### src/rtl/freq_meter.sv
// -----------------------------------------------------------------------------
// freq_meter
//   Counts rising edges of an asynchronous input over a programmable window of
//   clk cycles. A window is started by a one-cycle start pulse (or auto-repeats
//   when continuous is set). At the end of each window the edge count is
//   published on count with a one-cycle valid pulse. ovf flags a saturated
//   result. stop aborts a window without publishing anything.
//
// Ports
//   clk         system clock, all logic on the rising edge
//   rst         synchronous, active-high reset
//   sig_in      asynchronous signal being measured
//   gate_len    window length in clk cycles (0 is treated as 1)
//   start       one-cycle request to begin a window (ignored while busy)
//   continuous  when 1, a new window begins right after each DONE cycle
//   stop        aborts any window in progress, returns to IDLE
//   count       last completed edge count
//   valid       one-cycle pulse when count/ovf update
//   ovf         last result saturated at 2^CNT_W-1
//   busy        high whenever the FSM is not IDLE
// -----------------------------------------------------------------------------
module freq_meter #(
  parameter int CNT_W  = 32,
  parameter int GATE_W = 32
) (
  input  logic              clk,
  input  logic              rst,
  input  logic              sig_in,
  input  logic [GATE_W-1:0] gate_len,
  input  logic              start,
  input  logic              continuous,
  input  logic              stop,
  output logic [CNT_W-1:0]  count,
  output logic              valid,
  output logic              ovf,
  output logic              busy
);

  typedef enum logic [1:0] {
    IDLE = 2'd0,
    GATE = 2'd1,
    DONE = 2'd2
  } state_t;

  state_t             r_state;
  logic               r_s1;
  logic               r_s2;
  logic               r_s3;
  logic [GATE_W-1:0]  r_gate_rem;
  logic [CNT_W-1:0]   r_edge_cnt;
  logic               r_ovf_acc;
  logic [CNT_W-1:0]   r_count;
  logic               r_ovf;
  logic               r_valid;

  logic               w_rise;
  logic [GATE_W-1:0]  w_gate_load;
  logic [CNT_W-1:0]   w_cnt_nxt;
  logic               w_acc_nxt;

  // r_s1/r_s2 form the metastability synchronizer; r_s3 is only a delayed
  // copy of the clean signal used for edge detection.
  assign w_rise      = r_s2 & ~r_s3;

  // A zero-length window would never reach gate_rem==1, so it runs as one cycle.
  assign w_gate_load = (gate_len == '0) ? GATE_W'(1) : gate_len;

  // NOTE: every always_comb output gets a default first so no path leaves it
  // unassigned, which would otherwise infer a latch.
  always_comb begin
    w_cnt_nxt = r_edge_cnt;
    w_acc_nxt = r_ovf_acc;
    if (w_rise) begin
      if (r_edge_cnt == '1) begin
        w_acc_nxt = 1'b1;          // saturate instead of wrapping
      end else begin
        w_cnt_nxt = r_edge_cnt + CNT_W'(1);
      end
    end
  end

  // NOTE: sequential state uses non-blocking assignments only, so every
  // register samples the pre-edge value of every other register.
  always_ff @(posedge clk) begin
    if (rst) begin
      r_state    <= IDLE;
      r_s1       <= 1'b0;
      r_s2       <= 1'b0;
      r_s3       <= 1'b0;
      r_gate_rem <= '0;
      r_edge_cnt <= '0;
      r_ovf_acc  <= 1'b0;
      r_count    <= '0;
      r_ovf      <= 1'b0;
      r_valid    <= 1'b0;
    end else begin
      r_s1    <= sig_in;
      r_s2    <= r_s1;
      r_s3    <= r_s2;
      r_valid <= 1'b0;

      if (stop) begin
        // Abort: published result is left untouched.
        r_state <= IDLE;
      end else begin
        case (r_state)
          IDLE: begin
            if (start) begin
              r_gate_rem <= w_gate_load;
              r_edge_cnt <= '0;
              r_ovf_acc  <= 1'b0;
              r_state    <= GATE;
            end
          end

          GATE: begin
            r_gate_rem <= r_gate_rem - GATE_W'(1);
            r_edge_cnt <= w_cnt_nxt;
            r_ovf_acc  <= w_acc_nxt;
            if (r_gate_rem == GATE_W'(1)) begin
              // Publish including any rise on this final cycle.
              r_count <= w_cnt_nxt;
              r_ovf   <= w_acc_nxt;
              r_valid <= 1'b1;
              r_state <= DONE;
            end
          end

          DONE: begin
            if (continuous) begin
              r_gate_rem <= w_gate_load;
              r_edge_cnt <= '0;
              r_ovf_acc  <= 1'b0;
              r_state    <= GATE;
            end else begin
              r_state <= IDLE;
            end
          end

          default: r_state <= IDLE;
        endcase
      end
    end
  end

  assign count = r_count;
  assign ovf   = r_ovf;
  assign valid = r_valid;
  assign busy  = (r_state != IDLE);

endmodule

### config.mk
export PLATFORM = sky130hd
export DESIGN_NAME = freq_meter
export DESIGN_NICKNAME = d
export VERILOG_FILES = /design/src/rtl/freq_meter.sv
export SDC_FILE = /design/constraint.sdc
export NUM_CORES = 1
export LEC_CHECK = 0
export BUFFER_PORTS_ARGS = -buffer_cell sky130_fd_sc_hd__buf_2
export CAP_MARGIN = 40
export CORE_MARGIN = 2
export CORE_UTILIZATION = 55
export CTS_CLUSTER_SIZE = 28
export DETAILED_ROUTE_END_ITERATION = 10
export GPL_ROUTABILITY_DRIVEN = 0
export GPL_TIMING_DRIVEN = 0
export PLACE_DENSITY = 0.76
export SKIP_CTS_REPAIR_TIMING = 1
export SYNTH_ARGS = -nofsm -noshare
export SYNTH_HDL_FRONTEND = slang
export SYNTH_SLANG_ARGS = --single-unit
### constraint.sdc
create_clock -name clk -period 4.55 [get_ports clk]
set_input_delay 0.2275 -clock clk [delete_from_list [all_inputs] [get_ports clk]]
set_output_delay 0.2275 -clock clk [all_outputs]
set_load 0.02 [all_outputs]
==> flow_summary.toml <==
[routing]
detail-route-antenna-nets = 0
wirelength_mm = 17.6
via_per_inst = 6.52
vias = 6094
drcViolationCount = 0
wl_per_cell_um = 18.9
drt_pass1_iterations = 5
drt_iter0_markers = 664

[synth]
synth_top_area_share_pct = 36.5
yosysWarnings = 0
synth_seq_cells = 104
synth_ff_type = "dfxtp_1"
ys_types = 56
synth_area_leaders = "dfxtp_1 37%, a211oi_2 5.9%, a21oi_1 5.0%"
syn_inst = 711
ys_seq_area_share_pct = 36.5
syn-mean-instance-area_um2 = 8.02
synth_largest_area_cell = "dfxtp_1"
syn-cell-area_mm2 = 0.00570
synth_edf_count = 0
synthArstFlopShare_pct = 0
syn_nets = 752

[worst_setup_path]
critical-path-max-stage-delay_ns = 0.56
worstPathCellList = "ha_1 -> nand3_1 -> nor4_2 -> a31oi_1 -> buf_2 -> and3_1 -> xnor2_1 -> a211oi_2"
crit_buf_inv = 1
worstSetupStartpoint = "r_edge_cnt[0]"
rr_startpoint = "r_edge_cnt[0]"
worstSetupStartpointType = "flip-flop"
critPathArrivalTime_ns = 3.28
critPathMaxFanout = 10
cp_slowest_cell = "nor4_2"
critPathTopFamily = "simple AND/OR/NAND/NOR gates"
critPathKind = "reg -> reg"
endpoint_kind = "flip-flop"
reg2reg_setup_slack_ns = 1.57
cp.required_ns = 4.85

[place]
dp_hpwl_mm = 12.7
post-place-cells = 919
io_buffer_count = 72

[pwr]
cellLeakagePower_nw = 2.24
p_int_mw = 1.22
power_density_mw_per_mm2 = 274
seqPwrFrac_pct = 54.3
power_frac_comb_pct = 14.6
p_switching_uw = 542
switching_share_pct = 30.8
clock_power_share_pct = 31.2
ir_drop_mv = 0.147

[sta]
worstMarginPinSlew_ns = 0.839
hold_viol_final = 0
max_clock_freq_mhz = 335
fin_hold_ws_ns = 0.0571
finClkSkew_ns = 0.0113
slew_headroom_pct = 43.8
fin_crit_ns = 2.98
period_share_pct = 65.5
report.final.slew_viol_count = 0
grt_setup_unrepaired = "no"
setup_viol = 0
tns_ns = 0

[finish]
mostFrequentLayoutCells = "104 x dfxtp_1, 77 x buf_2, 74 x nor2_1"
final_cells = 935
nNetsFinal = 835
antenna_cells = 0
fillers = 924
area_delta_synth_final_pct = 12.4
mostFrequentLayoutCell = "dfxtp_1"
drive_above_1_share_pct = 17.4

[worst_hold_path]
hp-class = "in -> reg"
worstHoldStart = "sig_in"

[global_route]
grt_pass1_wl_mm = 28.1
gr-total-overflow = 0
grt_use_total_pct = 31.7
grt_max_degree = 19
grt_pass1_vias = 5592
antenna_found_initial = 0

[job]
cap_violations = 0

[outcome]
status = "finished clean"

[clock_network]
ctsLongestPathBuffers = 2
cts-root-buf = "clkbuf_8"
cts-buffers-inserted = 9
clk_pin_slew_ns = 0.10
cts_max_level = 3
tritoncts = "done"
clock_latency_ns = 0.38
cts.sinks = 104

[floorplanning]
io_pins = 73
dieHeight_um = 106
die-area_mm2 = 0.0112
die_w_um = 106
start_util_pct = 56.0
core_mm2 = 0.0102
row_count = 37
## power groups by stage
stage	Clock, mW	Combinational, mW	Sequential (mW)
after floorplan	0	0.163	0.968
after global placement	0	0.240	0.972
after detailed placement	0	0.247	0.974
after CTS	0.554	0.247	0.953
after global routing	0.594	0.277	0.957
final	0.548	0.256	0.954
## final timing paths
| kind | end | depth (start not counted) |
|---|---|---|
| worst max-delay path | count[25] | 8 |
| worst min-delay path | r_s1 | 2 |
| worst max register to register | count[25] | 8 |
| worst min register to register | r_s2 | 1 |
## layer usage
| metal | wire, µm | track usage, % |
|---|---|---|
| met1 | 6970 | 42.3 |
| met5 | 0 | 0 |
| met2 | 8000 | 49.4 |
| met4 | 779 | 17.5 |
| met3 | 1880 | 4.70 |
## final cells by class
cell class	instances	area, µm²	area share, %
timing repair buffer	72	360	5.62
multi-input combinational	547	3340	52.1
clock inverter	7	55.1	0.859
buffer	51	244	3.80
clock buffer	9	124	1.93
tap	136	170	2.65
sequential	104	2080	32.5
inverter	9	33.8	0.527
## registers in the layout, summed over array words and instances (netlist names), 2 cells and up
register	count
r_gate_rem	32
r_edge_cnt	32
count	32
r_state	2
## worst reg2reg max path: stages, from the launching register on
cell	delay (ns)
dfxtp_1	0.47
ha_1	0.26
nand3_1	0.25
nor4_2	0.56
a31oi_1	0.44
buf_2	0.34
and3_1	0.24
xnor2_1	0.15
a211oi_2	0.20
## synth_stat cells, types with 4 or more instances
cell and n:
a211oi_1 9, a211oi_2 27, a21oi_1 57, a221oi_1 4
a22oi_1 13, a31oi_1 25, and2_1 4, and3_1 9
and4_1 7, buf_2 5, clkbuf_1 37, dfxtp_1 104
inv_1 9, mux2i_1 5, nand2_1 64, nand2b_1 11
nand3_1 31, nand4_1 13, nor2_1 74, nor2b_1 6
nor3_1 25, nor4_1 18, o211ai_1 6, o21ai_0 47
o22ai_1 4, o31ai_1 8, or2_2 4, or3_1 8
or4_1 6, xnor2_1 10, xor2_1 18
## cell families (layout without fill, tap and decap cells)
group | count (synthesis) | after routing | share of synthesized area, %
compound gates | 218 | 218 | 26.2
flops | 104 | 104 | 36.5
simple gates | 293 | 293 | 26.5
xor+xnor | 28 | 28 | 4.30
mux | 5 | 5 | 0.878
buf+inv | 60 | 148 | 4.87
fa+ha+maj | 3 | 3 | 0.658
## stage by stage
step                instance area (µm²)  util (%)  setup slack [ns]  total power [mW]
floorplan                          5700         -              2.24              1.13
detailed placement                 6230      61.2              1.71              1.22
global route                       6410      63.0              1.42              1.83
global placement                   6230      61.2              1.71              1.21
CTS                                6410      63.0              1.67              1.75
finish                             6410      63.0              1.57              1.76
Power figures use the tool's default switching activity.
